--- config.mk ---
export PLATFORM = sky130hd
export DESIGN_NAME = scan_seq_416
export DESIGN_NICKNAME = d
export VERILOG_FILES = /design/src/rtl/scan_seq_pkg.sv /design/src/rtl/scan_seq_416_dwell_timer.sv /design/src/rtl/scan_seq_416.sv
export SDC_FILE = /design/constraint.sdc
export NUM_CORES = 1
export LEC_CHECK = 0
export CORE_UTILIZATION = 54
export DETAILED_ROUTE_END_ITERATION = 12
export PLACE_DENSITY_LB_ADDON = 0.08
export SLEW_MARGIN = 20
export SYNTH_ARGS = -nofsm -noshare
export SYNTH_HDL_FRONTEND = slang
export SYNTH_SLANG_ARGS = --single-unit
--- constraint.sdc ---
create_clock -name clk -period 3 [get_ports clk]
set_input_delay 0.45 -clock clk [delete_from_list [all_inputs] [get_ports clk]]
set_output_delay 0.45 -clock clk [all_outputs]
set_load 0.02 [all_outputs]
--- src/rtl/scan_seq_pkg.sv ---
// Shared constants for the scan sequencer: FSM state encoding, code width and dwell counter width.
// Latency: n/a (package only).
// Backpressure: n/a (package only).
package scan_seq_pkg;

  localparam int CODE_W  = 4;
  localparam int DWELL_W = 8;

  typedef enum logic [1:0] {
    IDLE = 2'd0,
    RUN  = 2'd1,
    DONE = 2'd2
  } state_t;

  localparam logic [CODE_W-1:0] CODE_MIN = '0;
  localparam logic [CODE_W-1:0] CODE_MAX = '1;

endpackage

--- src/rtl/scan_seq_416_dwell_timer.sv ---
// Dwell timer: counts 0..DWELL-1 while enabled and flags the last cycle of each dwell period.
// Latency: expire is high in the final cycle of every DWELL-cycle window after clear drops.
// Backpressure: none; clear holds the count at zero and suppresses expire.
module dwell_timer
  import scan_seq_pkg::*;
#(
  parameter int DWELL = 4
) (
  input  logic clk,
  input  logic rst,
  input  logic clear,
  output logic expire
);

  localparam logic [DWELL_W-1:0] LAST = DWELL_W'(DWELL - 1);
  localparam logic [DWELL_W-1:0] ONE  = DWELL_W'(1);

  logic [DWELL_W-1:0] cnt;

  // Count up to LAST and restart at zero, so every code advance starts a fresh window
  always_ff @(posedge clk) begin
    if (rst || clear) begin
      cnt <= '0;
    end else if (cnt == LAST) begin
      cnt <= '0;
    end else begin
      cnt <= cnt + ONE;
    end
  end

  assign expire = !clear && (cnt == LAST);

endmodule

--- src/rtl/scan_seq_416.sv ---
// Scan sequencer: sweeps a 4-bit decoder select code 0..15, holding each code DWELL cycles (optional SCAN_SEQ_DOWN_EN adds dir for down sweeps).
// Latency: start at edge k gives code 0000 with en=1 from cycle k+1; all outputs are registered.
// Backpressure: none; stop aborts a sweep on the next cycle, start is ignored while busy.
module scan_seq_416
  import scan_seq_pkg::*;
#(
  parameter int DWELL   = 4,
  parameter int ONESHOT = 1
) (
  input  logic clk,
  input  logic rst,
  input  logic start,
  input  logic stop,
`ifdef SCAN_SEQ_DOWN_EN
  input  logic dir,
`endif
  output logic A,
  output logic B,
  output logic C,
  output logic D,
  output logic en,
  output logic busy,
  output logic done
);

  state_t             state, state_nxt;
  logic [CODE_W-1:0]  code, code_nxt;
  logic               down;
  logic               dir_in;
  logic               expire;
  logic               at_end;
  logic               en_nxt, busy_nxt, done_nxt;

`ifdef SCAN_SEQ_DOWN_EN
  assign dir_in = dir;
`else
  assign dir_in = 1'b0;
`endif

  // Timer only runs in RUN; leaving RUN or entering it starts from a zero count
  dwell_timer #(.DWELL(DWELL)) u_dwell (
    .clk    (clk),
    .rst    (rst),
    .clear  (state != RUN),
    .expire (expire)
  );

  assign at_end = down ? (code == CODE_MIN) : (code == CODE_MAX);

  // State, code, direction and output registers
  always_ff @(posedge clk) begin
    if (rst) begin
      state <= IDLE;
      code  <= '0;
      down  <= 1'b0;
      en    <= 1'b0;
      busy  <= 1'b0;
      done  <= 1'b0;
    end else begin
      state <= state_nxt;
      code  <= code_nxt;
      if (state == IDLE && start) begin
        down <= dir_in;
      end
      en    <= en_nxt;
      busy  <= busy_nxt;
      done  <= done_nxt;
    end
  end

  // Next state and next code; stop outranks dwell expiry and completion
  always_comb begin
    state_nxt = state;
    code_nxt  = code;
    case (state)
      IDLE: begin
        code_nxt = '0;
        if (start) begin
          state_nxt = RUN;
          code_nxt  = dir_in ? CODE_MAX : CODE_MIN;
        end
      end
      RUN: begin
        if (stop) begin
          state_nxt = IDLE;
          code_nxt  = '0;
        end else if (expire) begin
          if (at_end && (ONESHOT != 0)) begin
            state_nxt = DONE;
            code_nxt  = '0;
          end else begin
            // Modulo-16 arithmetic gives the continuous wrap for free
            code_nxt = down ? (code - 4'd1) : (code + 4'd1);
          end
        end
      end
      DONE: begin
        state_nxt = IDLE;
        code_nxt  = '0;
      end
      default: begin
        state_nxt = IDLE;
        code_nxt  = '0;
      end
    endcase
  end

  // Output values decoded from the next state so they can be registered alongside it
  always_comb begin
    en_nxt   = (state_nxt == RUN);
    busy_nxt = (state_nxt == RUN);
    done_nxt = (state_nxt == DONE);
  end

  assign A = code[0];
  assign B = code[1];
  assign C = code[2];
  assign D = code[3];

endmodule

==> impl_results.rst <==
.. list-table::
   :header-rows: 1

   * - Metric
     - Value
   * - Setup repair after global routing missed its margin
     - false
   * - Worst hold margin
     - 498 ps
   * - Biggest cell delay along the critical path
     - 530 ps
   * - Port Buffer Count
     - 10
   * - Arrival time worst endpoint
     - 2010 ps
   * - Worst min-delay path category
     - register to register
   * - Setup violations, final
     - 0
   * - Highest Clock Rate
     - 546 MHz
   * - Number of nets in the layout
     - 98
   * - Cell count after synthesis
     - 79
   * - Cell-internal power
     - 0.301 mW
   * - Final weighted congestion in routability-driven placement
     - 0.853
   * - Part of the total power dissipated in sequential elements
     - 0.572
   * - Global-route congestion overflow total
     - 0
   * - I/O pin cnt
     - 11
   * - Post-cts resize count
     - 0
   * - Final-layout setup total negative slack
     - 0 ps
   * - Number of antenna violations at the first check in global routing
     - 0
   * - Maximum fanout along the worst path
     - 5
   * - Final routed DRC violation total
     - 0
   * - Buffers from clock root to sink, at most
     - 2
   * - Number of maximum-capacitance violations
     - 0
   * - Hold-fix buffers at CTS
     - 0
   * - Clock-pin slew on the worst setup and hold paths
     - 90 ps
   * - Worst R2R End
     - busy
   * - Vertical extent of the die
     - 38.9 um
   * - Routed vias
     - 611
   * - End point of the most critical hold path
     - code[3]
   * - Critical path, cell by cell
     - ha_1, or4b_4, nor4_1, o21ai_0
   * - Reg-to-reg setup timing slack
     - 1170 ps
   * - Number of buffer and inverter stages on the critical path
     - 0
   * - Global-route wire length before repair
     - 2500 um
   * - Detail-routed via count per cell
     - 5.82
   * - Worst path required time
     - 3180 ps
   * - Core footprint
     - 0.00119 mm^2
   * - Gate power share
     - 0.060
   * - Worst flop-to-flop path startpoint
     - u_dwell.cnt[0]
   * - P_sw
     - 0.0829 mW
   * - Standby leakage power
     - 0.297 nW
   * - Synthesized netlist net count
     - 85
   * - Flip-flop cell with the highest count after synthesis
     - sky130_fd_sc_hd__dfxtp_1
   * - Count of state elements after synthesis
     - 16
   * - Most frequent standard cell in the layout excluding fill and tap cells
     - sky130_fd_sc_hd__dfxtp_1
   * - Critical path class
     - register to register
   * - Area post-placement
     - 840 um^2
   * - Post-placement worst setup slack
     - 1200 ps
   * - Placed wire-length estimate after detailed placement
     - 1020 um
   * - Chip width
     - 38.9 um
   * - Final standard cell area without fillers
     - 876 um^2
   * - Post-CTS setup-driven buffer insertion count
     - 0
   * - 1st-iter DRT viols
     - 21
   * - WL/cell
     - 13.6 um
   * - Final worst slack
     - 1170 ps
   * - Finished Layout Cells
     - 105
   * - Max-Slew Margin vs Limit
     - 0.667
   * - Net Sw Frac
     - 0.216
   * - Mean instance size in the synthesized netlist
     - 9.28 um^2
   * - Seq/Total Area, Yosys
     - 0.437
   * - Dominant delay contributor by cell family on the critical path
     - simple AND/OR/NAND/NOR gates
   * - CTS root buf
     - sky130_fd_sc_hd__clkbuf_4
   * - HP Start
     - code[3]
   * - Status
     - completed
   * - Leading cell types in the layout, fill and taps excluded
     - sky130_fd_sc_hd__dfxtp_1 (16), sky130_fd_sc_hd__clkdlybuf4s50_1 (10), sky130_fd_sc_hd__nand3_1 (6)
   * - Number of search-and-repair iterations in the first detailed-routing pass
     - 4
   * - Share of layout cells above drive strength 1
     - 0.0879
   * - Cell depth of the worst flop-to-flop path
     - 4
   * - Worst IR Drop VDD
     - 0.444 mV
   * - Mapped cell area
     - 733 um^2
   * - Power density over cell area
     - 438 mW/mm^2
   * - Slew at the pin closest to its max-slew limit
     - 493 ps
   * - Worst setup EP type
     - register
   * - Total instance count after detailed placement
     - 101
   * - Highest-delay cell along the critical path
     - sky130_fd_sc_hd__or4b_4
   * - Clock tree from TritonCTS
     - built
   * - Cell variety after synth
     - 29
   * - Yosys warns
     - 0
   * - EDFF count, synth
     - 0
   * - Initial core utilization
     - 0.618
   * - Fraction of registers with async set/reset
     - 0
   * - Overall die area
     - 0.00151 mm^2
   * - Count of final max-slew check failures
     - 0
   * - Final routed wirelength across all metal layers
     - 1430 um
   * - Fin Clk Skew
     - 9.08 ps
   * - Worst-skew pair later-pin latency
     - 290 ps
   * - H-tree levels
     - 1
   * - Area delta synth->final
     - 19.5%
   * - Final critical path time including I/O delays and setup
     - 1830 ps
   * - Count of endpoints failing hold in the final timing report
     - 0
   * - GRT Resource Usage Total
     - 0.245
   * - Antenna diode count
     - 0
   * - Largest net degree at the start of global routing
     - 10
   * - Worst Hold Depth
     - 2
   * - Number of buffers added by the clock tree synthesis step
     - 3
   * - Nature of the critical path startpoint
     - register
   * - FP Rows
     - 12
   * - Power share of the clock group
     - 0.368
   * - Routed Antenna Nets
     - 0
   * - Clock sink count
     - 16
   * - Number of global-route vias before repair
     - 553
   * - Portion of the clock cycle consumed by the worst path in the final layout
     - 0.611
## registers in the layout (all words and copies together), names as in the netlist
register,count
state,2
u_dwell.cnt,8
done,1
busy,1
code,4
## logic make-up (layout without fill, tap and decap cells)
family / Yosys count / count (layout) / synth area share
compound gates: 14 / 14 / 0.130
xor+xnor: 3 / 3 / 0.0358
fa+ha+maj: 2 / 2 / 0.0341
buf+inv: 4 / 16 / 0.0256
flops: 16 / 16 / 0.437
mux: 2 / 2 / 0.0273
simple gates: 38 / 38 / 0.311
## power groups by stage
stage | clock, mW | sequential (mW) | combinational (mW)
after floorplan | 0 | 0.225 | 0.0122
after global placement | 0 | 0.224 | 0.0223
after detailed placement | 0 | 0.224 | 0.0228
after CTS | 0.144 | 0.220 | 0.0232
after global routing | 0.152 | 0.220 | 0.0258
final | 0.141 | 0.220 | 0.0230
## cell type report
type / count / area [um^2]
inverters: 2 / 7.51
flip-flops and latches: 16 / 320
well taps: 14 / 17.5
multi-input cells: 59 / 394
fillers: 93 / 310
clock buffers: 4 / 36.3
repair buffers: 10 / 100
## cell usage after synthesis (2+ instances only)
cell | n | area share
sky130_fd_sc_hd__dfxtp_1 | 16 | 0.44
sky130_fd_sc_hd__nand3_1 | 6 | 0.041
sky130_fd_sc_hd__a21oi_1 | 5 | 0.034
sky130_fd_sc_hd__nand2_1 | 5 | 0.026
sky130_fd_sc_hd__nor2_1 | 5 | 0.026
sky130_fd_sc_hd__o21ai_0 | 5 | 0.034
sky130_fd_sc_hd__or3_1 | 4 | 0.034
sky130_fd_sc_hd__nand3b_1 | 3 | 0.031
sky130_fd_sc_hd__nand4_1 | 3 | 0.026
sky130_fd_sc_hd__nor3_1 | 3 | 0.020
sky130_fd_sc_hd__ha_1 | 2 | 0.034
sky130_fd_sc_hd__inv_1 | 2 | 0.010
sky130_fd_sc_hd__mux2i_1 | 2 | 0.027
sky130_fd_sc_hd__nand2b_1 | 2 | 0.017
sky130_fd_sc_hd__xnor2_1 | 2 | 0.024
## stage by stage
step                total power, mW   util
CTS                           0.386  0.738
detailed placement            0.247  0.708
finish                        0.384  0.738
global placement              0.247  0.708
global route                  0.398  0.738
floorplan                     0.237      -
## worst max path at each step
stage	startpoint	end	slack, ps	cells past startpoint
CTS	code[0]	A	1170	1
global route	u_dwell.cnt[0]	code[0]	870	4
detailed placement	u_dwell.cnt[0]	state[0]	1200	4
global placement	u_dwell.cnt[0]	state[0]	1250	4
finish	u_dwell.cnt[0]	busy	1170	4
floorplan	u_dwell.cnt[0]	code[3]	1380	4
## per-layer routing
metal / track usage / vias to the layer above / routed length, um
met4: 0.0776 / 0 / 14
met5: 0 / - / 0
met1: 0.335 / 269 / 739
met3: 0.0867 / 2 / 100
li1: - / 317 / -
met2: 0.354 / 23 / 576
## worst reg2reg max path: stages (launching register included)
cell,delay [ps]
sky130_fd_sc_hd__dfxtp_1,420
sky130_fd_sc_hd__ha_1,280
sky130_fd_sc_hd__or4b_4,530
sky130_fd_sc_hd__nor4_1,370
sky130_fd_sc_hd__o21ai_0,120
Power figures use the tool's default switching activity.
